$ cat config.mk
export PLATFORM = sky130hd
export DESIGN_NAME = defuzz_divider
export DESIGN_NICKNAME = d
export VERILOG_FILES = /design/src/rtl/fuzzy_pkg.sv /design/src/rtl/seq_div_q15.sv /design/src/rtl/defuzz_divider.sv
export SDC_FILE = /design/constraint.sdc
export NUM_CORES = 1
export LEC_CHECK = 0
export CAP_MARGIN = 20
export CORE_MARGIN = 8
export CORE_UTILIZATION = 60
export CTS_CLUSTER_DIAMETER = 80
export DETAILED_ROUTE_END_ITERATION = 10
export PLACE_DENSITY = 0.82
export SYNTH_ARGS = -nofsm -noshare
export SYNTH_HDL_FRONTEND = slang
export SYNTH_SLANG_ARGS = --single-unit
$ cat constraint.sdc
create_clock -name clk -period 10.04 [get_ports clk]
set_clock_uncertainty 0.15 [all_clocks]
set_input_delay 2.008 -clock clk [delete_from_list [all_inputs] [get_ports clk]]
set_output_delay 2.008 -clock clk [all_outputs]
set_load 0.01 [all_outputs]
$ cat src/rtl/fuzzy_pkg.sv
// Shared constants and state encoding for the fuzzy controller back end.
// Q1.15 limits, percent full scale, defuzzifier FSM states.
package fuzzy_pkg;

  localparam logic [15:0] Q15_MAX  = 16'd32767;
  localparam logic [15:0] Q15_HALF = 16'd16384;
  localparam int          PCT_MAX  = 100;

  typedef enum logic [1:0] {
    IDLE,
    DIV,
    NORM,
    DONE
  } defuzz_state_t;

  // Q1.15 to rounded percent, clamped at full scale
  function automatic logic [7:0] q15_to_pct(input logic [15:0] y);
    logic [22:0] p;
    p = 23'(y) * 23'd100 + 23'(Q15_HALF);
    if (p[22:15] > 8'(PCT_MAX))
      return 8'(PCT_MAX);
    return p[22:15];
  endfunction

endpackage

$ cat src/rtl/seq_div_q15.sv
// Restoring divider: one quotient bit per cycle, MSB first.
// Loads on start, pulses done one cycle after the last bit.
module seq_div_q15
  import fuzzy_pkg::*;
#(
  parameter int W  = 16,
  parameter int QF = 15
) (
  input  logic            clk,
  input  logic            rst,
  input  logic            start,
  input  logic [2*W-2:0]  numerator,
  input  logic [W-1:0]    divisor,
  output logic [W-1:0]    quotient,
  output logic            done
);

  localparam int CW = $clog2(QF);

  logic [W-1:0]  r_rem;
  logic [QF-1:0] r_low;
  logic [QF-1:0] r_q;
  logic [W-1:0]  r_div;
  logic [CW-1:0] r_cnt;
  logic          r_busy;
  logic          r_done;

  logic [W:0]    w_t;
  logic          w_ge;
  logic [W-1:0]  w_sub;

  // 17-bit partial remainder: previous remainder plus next numerator bit
  assign w_t   = {r_rem, r_low[QF-1]};
  assign w_ge  = (w_t >= {1'b0, r_div});
  assign w_sub = W'(w_t - {1'b0, r_div});

  always_ff @(posedge clk or posedge rst) begin
    if (rst) begin
      r_rem  <= '0;
      r_low  <= '0;
      r_q    <= '0;
      r_div  <= '0;
      r_cnt  <= '0;
      r_busy <= 1'b0;
      r_done <= 1'b0;
    end else if (start) begin
      r_rem  <= numerator[2*W-2:QF];
      r_low  <= numerator[QF-1:0];
      r_q    <= '0;
      r_div  <= divisor;
      r_cnt  <= CW'(QF - 1);
      r_busy <= 1'b1;
      r_done <= 1'b0;
    end else if (r_busy) begin
      r_rem <= w_ge ? w_sub : w_t[W-1:0];
      r_low <= r_low << 1;
      r_q   <= {r_q[QF-2:0], w_ge};
      if (r_cnt == '0) begin
        r_busy <= 1'b0;
        r_done <= 1'b1;
      end else begin
        r_cnt <= r_cnt - 1'b1;
      end
    end else begin
      r_done <= 1'b0;
    end
  end

  assign quotient = {{(W-QF){1'b0}}, r_q};
  assign done     = r_done;

endmodule

$ cat src/rtl/defuzz_divider.sv
// Centre-of-gravity defuzzifier: y = S_wg / S_w, rounded, Q1.15 and percent.
// Fixed 17-cycle latency from acceptance to out_valid.
module defuzz_divider
  import fuzzy_pkg::*;
#(
  parameter int W  = 16,
  parameter int QF = 15
) (
  input  logic         clk,
  input  logic         rst,
  input  logic         in_valid,
  output logic         in_ready,
  input  logic [W-1:0] S_w,
  input  logic [W-1:0] S_wg,
  output logic         out_valid,
  input  logic         out_ready,
  output logic [W-1:0] y_q15,
  output logic [7:0]   y_pct,
  output logic         div0,
  output logic         sat
);

  defuzz_state_t r_state;
  defuzz_state_t w_next;

  logic [W-1:0]   r_sw;
  logic [W-1:0]   r_swg;
  logic [W-1:0]   r_y;
  logic [7:0]     r_pct;
  logic           r_div0;
  logic           r_sat;

  logic           w_accept;
  logic [2*W-2:0] w_num;
  logic [W-1:0]   w_quot;
  logic           w_done;
  logic [W-1:0]   w_y;
  logic           w_div0;
  logic           w_sat;

  assign w_accept = in_valid && (r_state == IDLE);

  // Adding S_w/2 makes the floor division round half up
  assign w_num = ((2*W-1)'(S_wg) << QF) + (2*W-1)'(S_w >> 1);

  seq_div_q15 #(
    .W  (W),
    .QF (QF)
  ) u_div (
    .clk       (clk),
    .rst       (rst),
    .start     (w_accept),
    .numerator (w_num),
    .divisor   (S_w),
    .quotient  (w_quot),
    .done      (w_done)
  );

  always_comb begin
    w_next = r_state;
    unique case (r_state)
      IDLE: if (in_valid)  w_next = DIV;
      DIV:  if (w_done)    w_next = NORM;
      NORM:                w_next = DONE;
      DONE: if (out_ready) w_next = IDLE;
    endcase
  end

  always_comb begin
    w_y    = w_quot;
    w_div0 = 1'b0;
    w_sat  = 1'b0;
    if (r_sw == '0) begin
      w_y    = '0;
      w_div0 = 1'b1;
    end else if (r_swg >= r_sw) begin
      w_y   = W'(Q15_MAX);
      w_sat = 1'b1;
    end
  end

  always_ff @(posedge clk or posedge rst) begin
    if (rst) begin
      r_state <= IDLE;
      r_sw    <= '0;
      r_swg   <= '0;
      r_y     <= '0;
      r_pct   <= '0;
      r_div0  <= 1'b0;
      r_sat   <= 1'b0;
    end else begin
      r_state <= w_next;
      if (w_accept) begin
        r_sw  <= S_w;
        r_swg <= S_wg;
      end
      if (r_state == NORM) begin
        r_y    <= w_y;
        r_pct  <= q15_to_pct(16'(w_y));
        r_div0 <= w_div0;
        r_sat  <= w_sat;
      end
    end
  end

  assign in_ready  = (r_state == IDLE);
  assign out_valid = (r_state == DONE);
  assign y_q15     = r_y;
  assign y_pct     = r_pct;
  assign div0      = r_div0;
  assign sat       = r_sat;

endmodule
======== Word level (Yosys, flattened, before mapping) ========
Index checks and enable logic that the tools add are counted.
word-level totals
  bits in writable memories ............... 0
  latch bits .............................. 0
  ROM bits ................................ 0
  flip-flop bits (word level) ............. 112
  memories kept ........................... 0
  output and inout bits ................... 28
cells by class
  div/mod/pow operators ................... 0
  $add $sub $neg .......................... 4
  $lt $le $gt $ge ......................... 3
  shifts and indexed selects .............. 0
  bitwise operators ....................... 0
  reductions and logical operators ........ 7
  multipliers ............................. 1
  equal/unequal tests ..................... 8
  mux-type cells .......................... 29
operator list
  kind                      number
  $mux W15                  6
  $mux W16                  3
  $add A31 B15 Y31          1
  $add A23 B15 Y23 const B  1
  $mul A16 B5 Y21 const B   1
  $ge A17 B16 Y1            1
  $ge A16 B16 Y1            1
  $logic_not A16 Y1         1
  $mux W8                   2
  $sub A16 B16 Y16          1
  $mux W4                   3
  $mux W1                   11
  $gt A8 B7 Y1 const B      1
  $pmux W2 S4               1
  $mux W2                   3
  $ne A2 B1 Y1 const B      3
  $eq A2 B2 Y1 const B      2
  $logic_not A4 Y1          1
  $sub A4 B1 Y4 const B     1
  $ne A3 B2 Y1 const B      1
  $reduce_and A3 Y1         1
  $eq A2 B1 Y1 const B      1
  $logic_not A2 Y1          1
  $ne A2 B2 Y1 const B      1
  3 further kinds           3

======== Logic depth before layout (Yosys ltp) ========
Gate-level depths: netlist (run 1).
  depth after elaboration ................. 9
  gate-level depth with buffers ........... 30

======== By module ========
Synthesis (run 1) repeated with hierarchy kept, for this count alone.
second synthesis, totals
  cells, all modules ...................... 926
  area total of the unflattened synthesis .. 8841.0 um2
modules (own cells, without submodules)
  module          area an instance (um2)  cells an instance  sequential area each (um2)  instances
  defuzz_divider  4815.9                  487                1501.4                      1
  seq_div_q15     4025.1                  439                1701.6                      1

======== Least setup slack after synthesis (run 1) ========
OpenSTA, ideal clock, no wires.
  kind .................................... register -> register
  from .................................... register u_div.r_div[0] (netlist name)
  to ...................................... register r_pct[1] (netlist: y_pct[1])
  required time ........................... 9.752 ns
  path slack .............................. 3.384 ns
  stages on the path, launching flop included .. 30
  library setup time ...................... 0.138 ns
  buffers on the path ..................... 1
  period minus slack after synthesis ...... 6.656 ns
  data arrival time ....................... 6.368 ns
  cell sequence ........................... dfrtp_1 > ha_1 > nand2b_1 > a2111o_1 > a311oi_2 > nand2_1 > nand2_1 > o211ai_1 > clkbuf_1 > o21a_1 > ha_1 > ha_1 > inv_1 > fa_1 > inv_1 > ha_1 > a21o_1 > a21o_1 > a2111oi_1 > inv_1 > a31oi_1 > nor3_1 > or2_2 > ha_1 > inv_1 > nor2_1 > o311a_1 > a211o_1 > a2bb2oi_2 > o32ai_1
RTL lines
  element               line                  text
  end signal, assigned  defuzz_divider.sv:99  r_pct <= q15_to_pct(16'(w_y));
  end, declared         defuzz_divider.sv:29  logic [7:0] r_pct;

==> metrics, run 1 <==
status=complete, no violations; drt pass-1 iters=5; CP required=10.19 ns; CTS Buf Count=9; Design Area, Final=between 8000 and 9000 sq um; Cell Area, Placed=~8300 sq um; async set-reset flop share out of synthesis=100%; Critical Path Max Stage Delay=0.52 ns; synth top area cells=dfrtp_1 (37%), ha_1 (14%), nand2_1 (5.9%), o21ai_0 (5.6%), mux2i_1 (4.1%); Hold Fails Final Rpt=0; hold_buf cts=0; Hold WC Path Type=flip-flop to flip-flop; row count=41; CTS root buffer=clkbuf_16; highest-delay cell along the critical path=a2111oi_1; worst r2r dst=y_pct[2]; CTS sink count=111; 1st-iter DRT viols=~410; CORE AREA=12,400 sq um; cells on worst reg2reg path=29; Synth top area share=~37%; vias in the first global route=approximately 6,400; Chip Width=128 um; Post-Route WL=about 18,000 um; diode count=0; Gate Count Post-Synth=~810; die area=~16,000 sq um; largest net degree at the start of global routing=between 80 and 90; worst-margin pin slew=0.816 ns; post-route minimum period=7.26 ns; drt wl/cell=around 17 um; HPWL Detailed=13,500 um; Synth Net Count=~950; Vias/cell=between 5 and 6; DRC errors left=0; layout overhead on the synthesized area=14.9%; setup tns final=0 ns; starting density of the core=between 60 and 70%; unrepaired setup endpoints after global routing=no; post-synth top area cell=dfrtp_1; fillers=slightly below 1,000; top-count cell post-synth=nand2_1; first-pass GRT wire length=~30,000 um; Synth cell types=66; Synth Cell Area=approximately 7500 sq um; Worst Hold Endpoint=r_swg[4]; CTS max path bufs=2; clock transition at the registers of the reported paths=around 0.070 ns; hold path cells=2; Die Height=around 130 um; hold_sp=r_swg[4]; Synth top cells by count=nand2_1 (118), dfrtp_1 (111), ha_1 (87), o21ai_0 (85), inv_1 (67); antenna violations before repair=0; via count=between 6,000 and 7,000; Rel. slew slack=a little under half; # setup viols final=0; EDFF count, synth=0; clock latency on the worst-skew pair=~0.36 ns; Final WS setup=about 2.8 ns; postcts setup bufs=0; PostCTS Resize Cnt=0; syn_area_per_cell=9.27 sq um; GPL Wtd Cong=0.937; Port Buffers=62; CTS tree=done; maxcap violations=0; Crit Path Class=flip-flop to flip-flop; crit path capture type=flip-flop; worst hold margin=about 0.34 ns; Final Max Slew Viols=0; fin crit share=between 70% and 80%; DP Worst Slack=about 2.7 ns; sequential element share of the synthesized area=a little under two fifths; Total GRT Usage=between 20% and 30%; share of cells above drive strength 1=~6.6%; CP arrival=7.41 ns; total congestion overflow=0; Critical Path Start Type=flip-flop; commonest register cell after synthesis=dfrtp_1; Most Frequent Cell on Critical Path=ha_1; Worst R2R Setup Slack=2.78 ns; Critical R2R Launch=u_div.r_div[0]; Critical Path Fanout Max=10; H-tree depth=3; IO Pins=between 60 and 70; final net count=995; synthesized flop and latch total=about 110; Peak Freq=approximately 0.14 GHz; antenna-violating nets left=0; Ys Warns=0
[stage by stage]
stage,util (%),cells
global route,69.7,1039
floorplan,-,812
finish,69.7,1039
CTS,69.4,1037
global placement,66.9,1021
detailed placement,66.9,1021
[area by class of cell]
cell class,instances,area (sq um),area share [%]
repair buffers,70,701,8.10
flip-flops and latches,111,2780,32.1
multi-input cells,603,4390,50.7
inverters,67,254,2.94
well taps,172,215,2.49
clock inverters,5,61.3,0.709
clock buffers,11,253,2.92
[per-layer routing]
| metal | up-vias | wire length, um | part of all wire, % | track usage [%] |
|---|---|---|---|---|
| li1 | 2962 | - | - | - |
| met1 | 3000 | 7320 | 41 | 26.0 |
| met2 | 167 | 9200 | 51 | 40.2 |
| met3 | 59 | 756 | 4.2 | 3.83 |
| met4 | 0 | 794 | 4.4 | 13.3 |
| met5 | - | 0 | 0 | 0 |
[registers in the layout, indices dropped and copies added (netlist names)]
signal,count
r_swg,16
u_div.r_div,16
u_div.r_rem,16
u_div.r_low,15
u_div.r_q,15
y_q15,15
y_pct,8
u_div.r_cnt,4
r_state,2
div0,1
sat,1
u_div.done,1
u_div.r_busy,1
[how the worst max path moves through the flow]
| stage | start | slack, ns | endpoint |
|---|---|---|---|
| 2_1_floorplan | u_div.r_div[0] | 3.38 | y_pct[1] |
| 3_3_place_gp | u_div.r_div[0] | 2.95 | y_pct[1] |
| 3_5_place_dp | u_div.r_div[0] | 2.73 | y_pct[1] |
| 4_1_cts | u_div.r_div[0] | 2.69 | y_pct[2] |
| 5_1_grt | u_div.r_div[0] | 2.22 | y_pct[2] |
| 6_report | u_div.r_div[0] | 2.78 | y_pct[2] |
[cell families after synthesis]
logic type | Yosys count | share of synthesized area, %
other cells | 1 | 0.0498
compound gates | 208 | 18.4
buf+inv | 98 | 4.93
simple gates | 231 | 13.9
fa+ha+maj | 97 | 17.1
flops | 111 | 36.9
xor+xnor | 19 | 2.21
mux | 47 | 6.51
[worst max-delay path: cells and delay by family (launching register included)]
family                   cells  cell delay [ns]
buffers and inverters        5             0.63
AND/OR/NAND/NOR              6             0.75
AO/OA/AOI/OAI               12             3.25
flip-flops                   1             0.42
adder cells (fa/ha/maj)      6             2.00
[cell usage in the layout (no fill, tap or decap), types with 3 or more instances in the layout]
master | synthesis | layout
nand2_1 | 118 | 118
dfrtp_1 | 111 | 110
ha_1 | 87 | 87
o21ai_0 | 85 | 85
inv_1 | 67 | 66
clkdlybuf4s50_1 | 0 | 62
nor2_1 | 45 | 45
mux2i_1 | 31 | 31
a21oi_1 | 25 | 25
o21a_1 | 16 | 16
mux2_2 | 16 | 16
xnor2_1 | 15 | 15
nand3_1 | 12 | 12
a21o_1 | 11 | 11
fa_1 | 10 | 10
nand2b_1 | 9 | 9
clkbuf_16 | 0 | 9
nand4_1 | 7 | 7
nor3_1 | 7 | 7
nor2b_1 | 7 | 7
a21boi_0 | 7 | 7
o311a_1 | 7 | 7
nor4_1 | 7 | 7
buf_4 | 1 | 7
a31oi_1 | 6 | 6
o211ai_1 | 5 | 5
o211a_1 | 5 | 5
a211oi_1 | 4 | 4
or2_2 | 4 | 4
and2_1 | 5 | 4
xor2_1 | 4 | 4
o32ai_1 | 4 | 4
o31ai_1 | 4 | 4
a211o_1 | 3 | 3
inv_6 | 0 | 3
Power of run 1 is not shown: default switching activity piles up to over one toggle a cycle in this logic, so the estimate is an artifact.
==> inputs of run 2 (changes only) <==
--- a/config.mk
+++ b/config.mk
@@ -7,10 +7,10 @@
 export LEC_CHECK = 0
 export CAP_MARGIN = 20
 export CORE_MARGIN = 8
-export CORE_UTILIZATION = 60
+export CORE_UTILIZATION = 53
 export CTS_CLUSTER_DIAMETER = 80
 export DETAILED_ROUTE_END_ITERATION = 10
-export PLACE_DENSITY = 0.82
+export PLACE_DENSITY = 0.77
 export SYNTH_ARGS = -nofsm -noshare
 export SYNTH_HDL_FRONTEND = slang
 export SYNTH_SLANG_ARGS = --single-unit
==> constraint.sdc (replaced) <==
create_clock -name clk -period 6.6 [get_ports clk]
set_clock_uncertainty 0.15 [all_clocks]
set_input_delay 1.32 -clock clk [delete_from_list [all_inputs] [get_ports clk]]
set_output_delay 1.32 -clock clk [all_outputs]
set_load 0.01 [all_outputs]
==> run 2 against run 1 <==
Net effect:
- via count up 1.1%
- final cell count grew 4.9%
- sequential cell count did not move
- final area increased by 6.7%
- setup slack got worse by 2.7 ns
- routed wire length rose by 2.5%
- count of clock-buffer cells in the layout decreased by 2
- die area increased by 12%
==> metrics, run 2 (synthesized netlist as in run 1, its figures left out) <==
status=complete, no violations; 1st-iter DRT viols=354; wire length on met1=just under 8000 um; CTS root buffer=clkbuf_16; biggest regs=r_swg x16, u_div.r_div x16, u_div.r_rem x16; CTS Buf Count=9; antenna violations before repair=0; vias in the first global route=roughly 6,300; CP Capture Point=y_pct[2]; Final Max Slew Viols=0; largest net degree at the start of global routing=64; Rel. slew slack=between 40 and 50%; layout overhead on the synthesized area=22.6%; CP required=~6.7 ns; die area=about 18,000 sq um; # setup viols final=0; Total GRT Usage=20.6%; Peak Freq=approximately 0.15 GHz; CP arrival=6.58 ns; cells on worst reg2reg path=29; met2 routed WL=roughly 9600 um; Crit path depth=29; H-tree depth=3; drt pass-1 iters=5; total congestion overflow=0; fin crit share=between 90% and 100%; IO Pins=64; Critical Path Fanout Max=5; worst r2r dst=y_pct[2]; final net count=approximately 1,000; crit path capture type=flip-flop; Hold Fails Final Rpt=0; row count=43; via count=approximately 6,300; Worst R2R Setup Slack=0.11 ns; HPWL Detailed=between 10,000 and 15,000 um; Critical Path Start Type=flip-flop; CP startpoint=u_div.r_div[0]; delay-heaviest family, CP=compound AO/OA/AOI/OAI gates; Vias/cell=around 5.7; clock latency on the worst-skew pair=~0.36 ns; Post-Route WL=roughly 19,000 um; max layer used=met4; diode count=0; most frequent cells in the layout=nand2_1 (117), dfrtp_1 (110), o21ai_0 (78), ha_1 (78), inv_1 (64); hold_buf cts=0; drt wl/cell=roughly 17 um; maxcap violations=0; Hold WC Path Type=flip-flop to flip-flop; most common cell after layout, fill and taps aside=nand2_1; fillers=1,115; highest-delay cell along the critical path=a2111oi_4; Die Height=135 um; Finished Core Util=approximately two thirds; CORE AREA=approximately 14,000 sq um; setup tns final=0 ns; Chip Width=~140 um; CTS tree=done; worst-margin pin slew=between 0.7 and 0.8 ns; Crit Path Class=flip-flop to flip-flop; GPL Wtd Cong=approximately 0.91; Critical R2R Launch=u_div.r_div[0]; worst hold margin=~0.34 ns; post-route minimum period=about 6.5 ns; DRC errors left=0; starting density of the core=a little over half; antenna-violating nets left=0; Port Buffers=62; share of cells above drive strength 1=approximately 15%; Most Frequent Cell on Critical Path=ha_1; CTS sink count=around 110; placed insts=1,059; CTS max path bufs=2; Finished Layout Cells=1,090; clock transition at the registers of the reported paths=0.07 ns; Met3 Wirelength=~700 um; Critical Path Max Stage Delay=roughly 0.44 ns; first-pass GRT wire length=between 30,000 and 40,000 um; WP buf/inv=4
==> run 2: per-layer routing <==
metal,GRT usage [%],vias up
li1,-,3045
met1,24.5,3020
met2,36.1,146
met3,4.01,44
met4,7.46,0
met5,0,-
==> run 2: cell type report <==
type | count | area (sq um) | area share, %
Sequential cell | 111 | 2780 | 30.1
Clock inverter | 7 | 55.1 | 0.596
Tap cell | 180 | 225 | 2.44
Timing Repair Buffer | 113 | 1000 | 10.9
Inverter | 67 | 254 | 2.75
Multi-Input combinational cell | 603 | 4690 | 50.8
Clock buffer | 9 | 225 | 2.44
==> run 2: what timing repair did <==
action,in CTS,in global routing
gates resized for setup,2,50
setup buffers,1,13
hold endpoints to repair,0,0
pin swaps,2,22
endpoints found under the setup margin,4,6
gates cloned,0,0
==> run 2: worst min-delay path by stage <==
stage	startpoint	endpoint	cells past startpoint
2_1_floorplan	u_div.r_low[0]	u_div.r_low[0]	2
3_3_place_gp	r_swg[5]	r_swg[5]	2
3_5_place_dp	r_swg[7]	r_swg[7]	2
4_1_cts	r_swg[8]	r_swg[8]	2
5_1_grt	r_swg[8]	r_swg[8]	2
6_report	r_swg[8]	r_swg[8]	2
==> run 2: worst min-delay path: cells and delay by family (launching register included) <==
family / cells / cell delay, ns
flops: 1 / 0.35
simple gates: 2 / 0.11
==> run 2: metrics by stage <==
stage                     area (sq um)  setup slack (ns)
final                             9230             0.112
after global routing              9230            -0.141
after CTS                         8840           0.00604
after detailed placement          8540            -0.105
after global placement            8540             0.101
after floorplan                   7540            0.0349
Power of run 2 is left out for the same reason.
==> inputs of run 3 (changes only) <==
--- a/config.mk
+++ b/config.mk
@@ -11,6 +11,7 @@
 export CTS_CLUSTER_DIAMETER = 80
 export DETAILED_ROUTE_END_ITERATION = 10
 export PLACE_DENSITY = 0.77
+export SLEW_MARGIN = 10
 export SYNTH_ARGS = -nofsm -noshare
 export SYNTH_HDL_FRONTEND = slang
 export SYNTH_SLANG_ARGS = --single-unit
==> run 3 against run 2 <==
Net effect:
- final cell count unchanged
- setup slack got worse by 0.0047 ns
- via count decreased by 0.64%
- fmax about the same
- sequential share of layout area about the same
- highest routed layer unchanged
- sequential cell count unchanged
- die area unchanged
- largest cell class unchanged
- utilization about the same
- non-clock buffer count unchanged
- register-to-register slack about the same
==> metrics, run 3 (synthesized netlist as in run 1, its figures left out) <==
CTS root buffer=clkbuf_16; Post-Route WL=about 19,000 um; HPWL Detailed=13,300 um; Critical Path Max Stage Delay=0.44 ns; share of cells above drive strength 1=between 10% and 20%; Chip Width=135 um; CP required=about 6.7 ns; maxcap violations=0; starting density of the core=a little over half; Hold Fails Final Rpt=0; Port Buffers=between 60 and 70; drt pass-1 iters=7; Peak Freq=approximately 0.15 GHz; fillers=approximately 1,100; fin crit share=98.4%; Most Frequent Cell on Critical Path=ha_1; max layer used=met4; die area=around 18,000 sq um; diode count=0; most common cell after layout, fill and taps aside=nand2_1; CORE AREA=approximately 14,000 sq um; CTS tree=done; Total GRT Usage=20.6%; drt wl/cell=around 17 um; met2 routed WL=9590 um; CP arrival=roughly 6.6 ns; DRC errors left=0; worst hold margin=around 0.34 ns; 1st-iter DRT viols=approximately 380; layout overhead on the synthesized area=22.5%; status=complete, no violations; via count=~6,200; GPL Wtd Cong=0.911; post-route minimum period=6.49 ns; CTS max path bufs=2; Final Max Slew Viols=0; Critical Path Fanout Max=5; hold_buf cts=0; Critical Path Start Type=flip-flop; crit path capture type=flip-flop; wire length on met1=roughly 7800 um; Die Height=between 100 and 150 um; biggest regs=r_swg x16, u_div.r_div x16, u_div.r_rem x16; vias in the first global route=between 6,000 and 7,000; largest net degree at the start of global routing=between 60 and 70; clock transition at the registers of the reported paths=around 0.070 ns; Crit Path Class=flip-flop to flip-flop; CTS sink count=111; total congestion overflow=0; H-tree depth=3; CTS Buf Count=9; first-pass GRT wire length=roughly 30,000 um; Rel. slew slack=a little under half; clock latency on the worst-skew pair=0.36 ns; WP buf/inv=4; Design Area, Final=9230 sq um; antenna violations before repair=0; row count=43; delay-heaviest family, CP=compound AO/OA/AOI/OAI gates; Met3 Wirelength=689 um; final net count=about 1,000; most frequent cells in the layout=nand2_1 (117), dfrtp_1 (110), o21ai_0 (78), ha_1 (78), inv_1 (64); IO Pins=64; worst-margin pin slew=~0.78 ns; Vias/cell=between 5 and 6; Cell Area, Placed=between 8000 and 9000 sq um; Hold WC Path Type=flip-flop to flip-flop; # setup viols final=0; highest-delay cell along the critical path=a2111oi_4; antenna-violating nets left=0
run 3: per-stage QoR:
step                utilization [%]  instances  TNS, ns  setup slack (ns)
floorplan                         -        812        0            0.0349
global placement               61.6       1059        0             0.101
detailed placement             61.6       1059   -0.177            -0.105
CTS                            63.7       1076        0           0.00604
global route                   66.5       1090   -0.549            -0.141
finish                         66.5       1090        0             0.107
run 3: final timing paths:
check	start	end	slack [ns]	depth (start not counted)
worst min register to register	r_swg[9]	r_swg[9]	0.34	2
max in group asynchronous	rst	u_div.r_q[6]	3.83	3
min in group asynchronous	rst	y_q15[14]	1.24	2
worst max-delay path	u_div.r_div[0]	y_pct[2]	0.11	29
worst min-delay path	r_swg[9]	r_swg[9]	0.34	2
worst max register to register	u_div.r_div[0]	y_pct[2]	0.11	29
run 3: worst min-delay path, cell delays in order (launching register included):
cell     delay, ns
dfrtp_1       0.35
nand2_1       0.06
nand2_1       0.05
run 3: layout make-up:
| class | instances | area, sq um | area share, % |
|---|---|---|---|
| Inverter | 67 | 254 | 2.75 |
| Clock inverter | 7 | 55.1 | 0.597 |
| Clock buffer | 9 | 225 | 2.44 |
| Timing Repair Buffer | 113 | 1000 | 10.8 |
| Multi-Input combinational cell | 603 | 4690 | 50.8 |
| Tap cell | 180 | 225 | 2.44 |
| Sequential cell | 111 | 2780 | 30.1 |
run 3: metal layers:
layer	track usage, %	vias up
li1	-	3038
met1	24.5	2996
met2	36.1	145
met3	4.01	36
met4	7.46	0
met5	0	-
run 3: timing repair:
action / in CTS / in global routing
pin swaps: 2 / 22
endpoints found under the setup margin: 4 / 6
resized for setup: 2 / 50
setup buffers: 1 / 13
Power of run 3 is left out for the same reason.
